### config.mk
export PLATFORM = sky130hd
export DESIGN_NAME = melody_sequencer
export DESIGN_NICKNAME = d
export VERILOG_FILES = /design/src/rtl/melody_pkg.sv /design/src/rtl/note_ram.sv /design/src/rtl/melody_sequencer.sv
export SDC_FILE = /design/constraint.sdc
export NUM_CORES = 1
export LEC_CHECK = 0
export ABC_CLOCK_PERIOD_IN_PS = 3710
export CAP_MARGIN = 5
export CELL_PAD_IN_SITES_DETAIL_PLACEMENT = 1
export CELL_PAD_IN_SITES_GLOBAL_PLACEMENT = 1
export CORE_MARGIN = 2
export CORE_UTILIZATION = 50
export CTS_CLUSTER_SIZE = 28
export DETAILED_ROUTE_END_ITERATION = 12
export PLACE_DENSITY = 0.8
export SYNTH_ARGS = -nofsm -noshare
export SYNTH_HDL_FRONTEND = slang
export SYNTH_SLANG_ARGS = --single-unit
### constraint.sdc
create_clock -name clk -period 3.71 [get_ports clk]
set_input_delay 0.5565 -clock clk [delete_from_list [all_inputs] [get_ports clk]]
set_output_delay 0.5565 -clock clk [all_outputs]
set_load 0.1 [all_outputs]
### src/rtl/melody_pkg.sv
// melody_pkg
// Shared types and constants for the melody sequencer.
//   seq_state_t : sequencer FSM states (IDLE, LOAD, PLAY, GAP)
//   note_t      : note-table entry layout {pitch, dur} for the default widths
//   REST        : pitch value that means "silence"
package melody_pkg;

  localparam int PITCH_W_DEF = 9;
  localparam int DUR_W_DEF   = 13;

  // A stored pitch of zero is a rest: the entry still takes time but stays silent.
  localparam int REST = 0;

  typedef enum logic [1:0] {
    IDLE = 2'd0,
    LOAD = 2'd1,
    PLAY = 2'd2,
    GAP  = 2'd3
  } seq_state_t;

  typedef struct packed {
    logic [PITCH_W_DEF-1:0] pitch;
    logic [DUR_W_DEF-1:0]   dur;
  } note_t;

endpackage

### src/rtl/note_ram.sv
// note_ram
// Note table storage: DEPTH words of WIDTH bits, synchronous write and
// registered read (data appears one clk after the address). No reset, so
// contents survive a sequencer reset.
//   clk     : system clock
//   we      : write strobe
//   wr_addr : write address
//   wr_data : word to store
//   rd_addr : read address
//   rd_data : registered read data
module note_ram #(
  parameter int WIDTH  = 22,
  parameter int DEPTH  = 32,
  parameter int ADDR_W = 5
) (
  input  logic              clk,
  input  logic              we,
  input  logic [ADDR_W-1:0] wr_addr,
  input  logic [WIDTH-1:0]  wr_data,
  input  logic [ADDR_W-1:0] rd_addr,
  output logic [WIDTH-1:0]  rd_data
);

  logic [WIDTH-1:0] mem [DEPTH];

  always_ff @(posedge clk) begin
    if (we) begin
      mem[wr_addr] <= wr_data;
    end
    rd_data <= mem[rd_addr];
  end

endmodule

### src/rtl/melody_sequencer.sv
// melody_sequencer
// Run-time programmable note sequencer. Steps through a writable table of
// {pitch maxval, duration in ticks}, drives the clkgen pitch and gates the DAC.
//   clk, reset       : system clock, synchronous active-high reset
//   tick_i           : one-clk timing strobe; durations count these
//   start_i, stop_i  : playback control pulses (stop has priority)
//   loop_i, len_i    : mode and sequence length, sampled at start
//   wr_en_i, wr_*_i  : table write port, honoured only while idle
//   pitch_o          : current pitch maxval, 0 when silent
//   note_on_o        : a non-rest note is sounding
//   note_start_o     : first cycle of each entry
//   busy_o           : sequencer is in LOAD/PLAY/GAP
//   done_o           : one-clk pulse when a one-shot sequence ends
module melody_sequencer
  import melody_pkg::*;
#(
  parameter  int PITCH_W   = PITCH_W_DEF,
  parameter  int DUR_W     = DUR_W_DEF,
  parameter  int NOTES     = 32,
  parameter  int GAP_TICKS = 0,
  localparam int ADDR_W    = $clog2(NOTES)
) (
  input  logic               clk,
  input  logic               reset,
  input  logic               tick_i,
  input  logic               start_i,
  input  logic               stop_i,
  input  logic               loop_i,
  input  logic [ADDR_W:0]    len_i,
  input  logic               wr_en_i,
  input  logic [ADDR_W-1:0]  wr_addr_i,
  input  logic [PITCH_W-1:0] wr_pitch_i,
  input  logic [DUR_W-1:0]   wr_dur_i,
  output logic [PITCH_W-1:0] pitch_o,
  output logic               note_on_o,
  output logic               note_start_o,
  output logic               busy_o,
  output logic               done_o
);

  // gap_ctr counts 0..GAP_TICKS-1; keep at least one bit so the legato build still elaborates.
  localparam int GAP_W = (GAP_TICKS > 1) ? $clog2(GAP_TICKS) : 1;

  localparam logic [GAP_W-1:0]   GAP_LAST   = GAP_W'((GAP_TICKS > 0) ? GAP_TICKS - 1 : 0);
  localparam logic [GAP_W-1:0]   GAP_ONE    = GAP_W'(1);
  localparam logic [DUR_W-1:0]   DUR_ONE    = DUR_W'(1);
  localparam logic [ADDR_W-1:0]  ADDR_ONE   = ADDR_W'(1);
  localparam logic [ADDR_W:0]    LEN_ONE    = (ADDR_W+1)'(1);
  localparam logic [ADDR_W:0]    NOTES_LEN  = (ADDR_W+1)'(NOTES);
  localparam logic [PITCH_W-1:0] REST_PITCH = PITCH_W'(REST);

  seq_state_t          state;
  seq_state_t          state_next;
  logic [ADDR_W-1:0]   idx;
  logic [ADDR_W-1:0]   idx_next;
  logic [ADDR_W:0]     len_r;
  logic [ADDR_W:0]     len_next;
  logic                loop_r;
  logic                loop_next;
  logic [DUR_W-1:0]    dur_ctr;
  logic [DUR_W-1:0]    dur_ctr_next;
  logic [GAP_W-1:0]    gap_ctr;
  logic [GAP_W-1:0]    gap_ctr_next;
  logic                done_r;
  logic                done_next;
  logic                first_cycle;
  logic                advance;

  logic                ram_we;
  logic [PITCH_W+DUR_W-1:0] rd_data;
  logic [PITCH_W-1:0]  rd_pitch;
  logic [DUR_W-1:0]    rd_dur;
  logic [DUR_W-1:0]    dur_eff;
  logic [DUR_W-1:0]    dur_last;
  logic [ADDR_W:0]     len_last;
  logic                idx_is_last;
  logic                len_ok;

  // The table may only change while idle, so a playing entry never shifts under the FSM.
  assign ram_we = wr_en_i && (state == IDLE);

  // The read address is always idx: the LOAD cycle covers the one-clk read latency.
  note_ram #(
    .WIDTH  (PITCH_W + DUR_W),
    .DEPTH  (NOTES),
    .ADDR_W (ADDR_W)
  ) u_note_ram (
    .clk     (clk),
    .we      (ram_we),
    .wr_addr (wr_addr_i),
    .wr_data ({wr_pitch_i, wr_dur_i}),
    .rd_addr (idx),
    .rd_data (rd_data)
  );

  assign rd_pitch = rd_data[PITCH_W+DUR_W-1:DUR_W];
  assign rd_dur   = rd_data[DUR_W-1:0];

  // A stored duration of 0 plays as 1 tick; the end test is dur_ctr >= dur-1.
  assign dur_eff     = (rd_dur == '0) ? DUR_ONE : rd_dur;
  assign dur_last    = dur_eff - DUR_ONE;
  assign len_last    = len_r - LEN_ONE;
  assign idx_is_last = ({1'b0, idx} == len_last);
  assign len_ok      = (len_i != '0) && (len_i <= NOTES_LEN);

  assign busy_o = (state != IDLE);
  assign done_o = done_r;

  always_ff @(posedge clk) begin
    if (reset) begin
      state       <= IDLE;
      idx         <= '0;
      len_r       <= '0;
      loop_r      <= 1'b0;
      dur_ctr     <= '0;
      gap_ctr     <= '0;
      done_r      <= 1'b0;
      first_cycle <= 1'b0;
    end else begin
      state       <= state_next;
      idx         <= idx_next;
      len_r       <= len_next;
      loop_r      <= loop_next;
      dur_ctr     <= dur_ctr_next;
      gap_ctr     <= gap_ctr_next;
      done_r      <= done_next;
      first_cycle <= (state == LOAD);
    end
  end

  // stop_i is checked before tick_i in every busy state so an abort always wins.
  always_comb begin
    state_next   = state;
    idx_next     = idx;
    len_next     = len_r;
    loop_next    = loop_r;
    dur_ctr_next = dur_ctr;
    gap_ctr_next = gap_ctr;
    done_next    = 1'b0;
    advance      = 1'b0;
    pitch_o      = '0;
    note_on_o    = 1'b0;
    note_start_o = 1'b0;

    unique case (state)
      IDLE: begin
        if (start_i && !stop_i && len_ok) begin
          state_next = LOAD;
          idx_next   = '0;
          len_next   = len_i;
          loop_next  = loop_i;
        end
      end
      LOAD: begin
        if (stop_i) begin
          state_next = IDLE;
        end else begin
          state_next   = PLAY;
          dur_ctr_next = '0;
        end
      end
      PLAY: begin
        pitch_o      = rd_pitch;
        note_on_o    = (rd_pitch != REST_PITCH);
        note_start_o = first_cycle;
        if (stop_i) begin
          state_next = IDLE;
        end else if (tick_i) begin
          if (dur_ctr >= dur_last) begin
            if (GAP_TICKS > 0) begin
              state_next   = GAP;
              gap_ctr_next = '0;
            end else begin
              advance = 1'b1;
            end
          end else begin
            dur_ctr_next = dur_ctr + DUR_ONE;
          end
        end
      end
      GAP: begin
        if (stop_i) begin
          state_next = IDLE;
        end else if (tick_i) begin
          if (gap_ctr >= GAP_LAST) begin
            advance = 1'b1;
          end else begin
            gap_ctr_next = gap_ctr + GAP_ONE;
          end
        end
      end
      default: state_next = IDLE;
    endcase

    // Leaving an entry: wrap, finish, or fetch the next one.
    if (advance) begin
      if (idx_is_last) begin
        if (loop_r) begin
          idx_next   = '0;
          state_next = LOAD;
        end else begin
          state_next = IDLE;
          done_next  = 1'b1;
        end
      end else begin
        idx_next   = idx + ADDR_ONE;
        state_next = LOAD;
      end
    end
  end

endmodule

# Word-level counts from Yosys, hierarchy flattened
# Memories as Yosys holds them, arrays and structs flattened. A register that Yosys moved wholly into a read port is not among the register bits.
# Index checks and enable logic that the tools add are counted.
# totals
input_bits,40
word_cells,79
ramBits,704
memories,1
ff_bits,30
out_inout_bits,13
# op_classes
eq_ne,10
bitwise_logic,4
mux,31
reduce_logical,17
add_sub_neg,5
order_cmp,3
# mem_list
name,depth,width,read_ports,rd_clocked_by_memory_dff,wr,line_no,rtl
u_note_ram.mem,32,22,1,1,1,note_ram.sv:24,logic [WIDTH-1:0] mem [DEPTH];
# op_table
op,count
2-to-1 mux 13 bit,5
case mux 13 bit (2 select lines),1
2-to-1 mux 5 bit,5
adder 13 x 1 -> 13 bit (second input constant),1
>= comparator 13 bit,1
logical NOT 13 bit,1
subtractor 13 x 1 -> 13 bit (second input constant),1
2-to-1 mux 1 bit,12
2-to-1 mux 2 bit,5
2-to-1 mux 9 bit,1
nonzero test 9 bit,1
inequality test 2 bit (second input constant),4
== test 5 x 6 -> 1 bit,1
less-or-equal comparator 6 bit (second input constant),1
case mux 2 bit (3 select lines),1
nonzero test 6 bit,1
subtractor 6 x 1 -> 6 bit (second input constant),1
adder 5 x 1 -> 5 bit (second input constant),1
AND reduction 5 bit,1
== test 2 bit (second input constant),2
logical AND 1 bit,4
inverter 1 bit,4
AND reduction 2 bit,2
AND reduction 4 bit,1
other kinds (11),12

# Depth between registers and ports, before layout
# depth
word_depth,10
mapped_depth,18
mapped_depth_nobuf,17

# Modules after synthesis
# From an unflattened synthesis, not the netlist that was laid out.
# hier_totals
cells_unflattened,1804
area_unflattened_um2,30157.7
# by_module_without_submodules
module,area_per_inst_um2,instances,cells_per_inst,seq_area_each_um2
note_ram,27985.6,1,1550,21580.7
melody_sequencer,2172.1,1,254,580.6

# Worst setup path after synthesis
# Ideal clock, no wire load.
# synth_timing
path_kind,register to register
from,register u_note_ram.rd_data[8] (read register of u_note_ram.mem)
to,register dur_ctr[1]
period_less_slack_ns,3.543
n_path_buf,0
path_stages_with_launch,18
arrival_ns,3.415
t_required_ns,3.582
setup_time_ns,0.128
path_slack_ns,0.167
path_cell_list,dfxtp_1 > or3_1 > or2_1 > nor3_1 > a21oi_1 > ha_1 > nand2b_1 > or2_2 > nor3_1 > xnor2_1 > ha_1 > nand4_1 > o41ai_2 > nor3_1 > and3_1 > mux2_1 > a22oi_1 > nor2_1
# synth_between
elab_chain_cells,6
# synth_lines
item,line_no,rtl
"start, declared",note_ram.sv:21,output logic [WIDTH-1:0] rd_data
logical NOT 13 bit,melody_sequencer.sv:100,assign dur_eff = (rd_dur == '0) ? DUR_ONE : rd_dur;
2-to-1 mux 13 bit *,melody_sequencer.sv:100,
subtractor 13 x 1 -> 13 bit *,melody_sequencer.sv:101,assign dur_last = dur_eff - DUR_ONE;
>= comparator 13 bit *,melody_sequencer.sv:169,if (dur_ctr >= dur_last) begin
inequality test 2 bit (no source line) *,n/a,
AND reduction 5 bit (no source line) *,n/a,
"end signal, assigned",melody_sequencer.sv:124,dur_ctr <= dur_ctr_next;
"end, declared",melody_sequencer.sv:60,logic [DUR_W-1:0] dur_ctr;
# Every way passes the cells marked *; elsewhere a longest branch is shown, timed or not.
# A chain may end at the register's enable or synchronous reset.

# Final worst setup path
# layout_timing
from,register u_note_ram.rd_data[6] (read register of u_note_ram.mem)
to,register dur_ctr[12]
# The elaborated chain is that of the path after synthesis.

==> flow_metrics.env <==
export IMPL_status="finished, violations left"
export IMPL_violations="setup timing"
export IMPL_worst_slew_pin_slew_ps=1170
export IMPL_rows=88
export IMPL_design_area_sq_um=34200
export IMPL_core_area_sq_um=57900
export IMPL_place_area_sq_um=31300
export IMPL_worstPathMaxFanout=6
export IMPL_drc=0
export IMPL_io_buffers=52
export IMPL_antenna_cells=0
export IMPL_synthArstFlopShare_pct=0
export IMPL_clk_latency_ps=630
export IMPL_cp_top_family="simple AND/OR/NAND/NOR gates"
export IMPL_synth_seq_area_share_pct=75.4
export IMPL_path_clk_slew_ps=60
export IMPL_synthFlopType="edfxtp_1"
export IMPL_yosys_register_bits=755
export IMPL_rsz0062_at_grt="true"
export IMPL_synth_nets=1425
export IMPL_cp_cell_sequence="nor4_4 -> nand2b_1 -> nor3_4 -> a21oi_4 -> ha_4 -> nand2b_4 -> buf_4 -> nor2_1 -> xnor2_1 -> ha_1 -> nand3_2 -> o21bai_1 -> a311o_1 -> a31oi_2 -> buf_6 -> nor4_4 -> xnor2_1 -> nor2_1"
export IMPL_critPathArrivalTime_ps=4460
export IMPL_grtUsageTotal_pct=25.6
export IMPL_hold_viol_final=0
export IMPL_crit_type="reg2reg"
export IMPL_grt_antenna_before_repair=2
export IMPL_fin_nets=1577
export IMPL_yosysTopAreaCellShare_pct=71.9
export IMPL_firstDrtPassIters=5
export IMPL_post_synth_top_count_cell="edfxtp_1"
export IMPL_seq_area_sq_um=22200
export IMPL_maxSlewViolCount=0
export IMPL_syn_inst=1368
export IMPL_worstPathRequired_ps=4160
export IMPL_grt_max_degree=59
export IMPL_n_fill_cell=4882
export IMPL_critPathBufInv=2
export IMPL_max_clock_freq_ghz=0.250
export IMPL_netlist_area_sq_um=29400
export IMPL_grt_pass1_vias=16000
export IMPL_yosysTopAreaCell="edfxtp_1"
export IMPL_drtAntennaViolNets=0
export IMPL_gp_congestion=0.796
export IMPL_post_place_ws_ps=-262
export IMPL_dieHeight_um=247
export IMPL_ys_top_cells_by_area="edfxtp_1 (72%), mux4_2 (17%), dfxtp_1 (3.5%), nand2_1 (1.0%), nor2_1 (0.80%)"
export IMPL_synth_warning_count=0
export IMPL_overflow=0
export IMPL_start_util_pct=50.8
export IMPL_first_iter_violations=1611
export IMPL_whs_ps=536
export IMPL_synth_edf_count=704
export IMPL_finalSetupViolCount=19
export IMPL_cts_root_buf="clkbuf_16"
export IMPL_cts_htree_levels=3
export IMPL_leakage_nw=10.7
export IMPL_die_area_sq_um=60800
export IMPL_synthTopCellsByCount="edfxtp_1 (704), mux4_2 (220), nand2_1 (81), nor2_1 (63), dfxtp_1 (51)"
export IMPL_grt_pass1_wl_um=110000
export IMPL_clk_path_buf_depth=3
export IMPL_start_kind="flop"
export IMPL_powerDensity_nw_per_um2=509
export IMPL_synth_distinct_cells=53
export IMPL_worst_path_max_delay_cell="dfxtp_4"
export IMPL_hp_class="reg2reg"
export IMPL_max_stage_delay_ps=370
export IMPL_dp_hpwl_um=41000
export IMPL_final_setup_tns_ps=-4460
export IMPL_cts_tree="done"
export IMPL_vias=15000
export IMPL_syn_avg_cell_area_sq_um=21.5
export IMPL_ios=53
export IMPL_area_delta_synth_final_pct=16.3
export IMPL_multi_input_area_sq_um=7150
export IMPL_wl_per_cell_um=32.6
export IMPL_drive_gt1_share_pct=31.6
export IMPL_cts_sinks=755
export IMPL_post_route_min_period_ps=4000
export IMPL_cts_made_buffers=75
export IMPL_routed_wl_um=76400
export IMPL_power_total_w=0.0174
export IMPL_die_w_um=247
export IMPL_critical_path_endpoint_type="flop"
export IMPL_relSlewSlack_pct=21.9
export IMPL_skew_ps=23.9
export IMPL_routed_via_density=6.39
export IMPL_ir_drop_mv=0.396
export IMPL_drv_cap=0
export IMPL_setup_slack_ps=-292
export IMPL_min_period_over_period_pct=108
==> worst register-to-register path, delay by kind of cell (launching register included) <==
kind	cells	cell delay [ps]
fa+ha+maj	2	500
xor+xnor	2	330
simple gates	8	1520
flops	1	370
compound gates	4	810
buf+inv	2	310
==> layer usage <==
layer / wire, um / vias up / GRT usage, %
met1: 30000 / 8016 / 35.6
met2: 37600 / 833 / 41.0
met4: 2760 / 0 / 9.99
li1: - / 5951 / -
met3: 6090 / 161 / 4.43
met5: 0 / - / 0
==> cells in the final DEF, fill, tap and decap left out, types with 11 or more instances in the layout <==
master and instances:
clkbuf_1 18, nor2_2 32, and2_1 11, edfxtp_1 704, clkdlybuf4s50_1 41, buf_12 18
nand3_1 11, clkbuf_16 78, inv_1 12, xnor2_1 25, buf_4 74, ha_1 15
dfxtp_1 44, nor2_1 31, clkinv_1 12, nand2_1 79, mux4_2 220
==> power breakdown <==
part,internal [W],switching (W)
clock network,0.00448,0.00319
registers,0.00937,0.0000207
logic,0.0000915,0.000234
total,0.0139,0.00345
==> layout make-up <==
class | instances | share of cell area, %
clock buffer | 99 | 6.03
clock inverter | 35 | 1.18
inverter | 14 | 0.157
multi-input combinational | 537 | 20.9
sequential | 755 | 64.9
tap | 765 | 2.80
timing repair buffer | 137 | 4.02
==> worst paths after layout <==
check                           slack [ps]                           from                       end  cells after the start
worst max-delay path                  -290  u_note_ram.rd_data[6]$_DFF_P_  dur_ctr[12]$_SDFFE_PP0P_                     18
worst min-delay path                   540            loop_r$_SDFFE_PP0P_       loop_r$_SDFFE_PP0P_                      2
worst max register to register        -290  u_note_ram.rd_data[6]$_DFF_P_  dur_ctr[12]$_SDFFE_PP0P_                     18
worst min register to register         540            loop_r$_SDFFE_PP0P_       loop_r$_SDFFE_PP0P_                      2
==> logic make-up (layout without fill, tap and decap cells) <==
group | after synthesis | in the layout | share of synthesized area [%]
multiplexers | 230 | 230 | 17.2
buffers and inverters | 76 | 285 | 1.37
XOR/XNOR | 29 | 29 | 0.864
AO/OA/AOI/OAI | 29 | 29 | 0.745
flip-flops | 755 | 755 | 75.4
AND/OR/NAND/NOR | 232 | 232 | 3.72
adder cells (fa/ha/maj) | 17 | 17 | 0.723
==> registers in the layout, indices dropped and copies added, names as in the netlist <==
| register | flops |
|---|---|
| u_note_ram.mem | 704 |
| u_note_ram.rd_data | 22 |
| dur_ctr | 13 |
| len_r | 6 |
| idx | 5 |
| state | 2 |
| done_o | 1 |
| first_cycle | 1 |
| loop_r | 1 |
==> metrics by stage <==
step / utilization, % / instances
finish: 59.0 / 2342
global route: 59.0 / 2342
CTS: 58.7 / 2335
detailed placement: 54.1 / 2190
global placement: 54.1 / 2190
floorplan: - / 1368
==> repair_timing <==
action                                  CTS  global route
buffers inserted                         10             7
gates cloned                              1             0
resized for setup                        20            32
endpoints found under the setup margin   19            21
hold buffers                              0             0
hold endpoints to repair                  0             0
pin swaps                                16            16
Note: power is estimated with default switching activity, not from simulation.
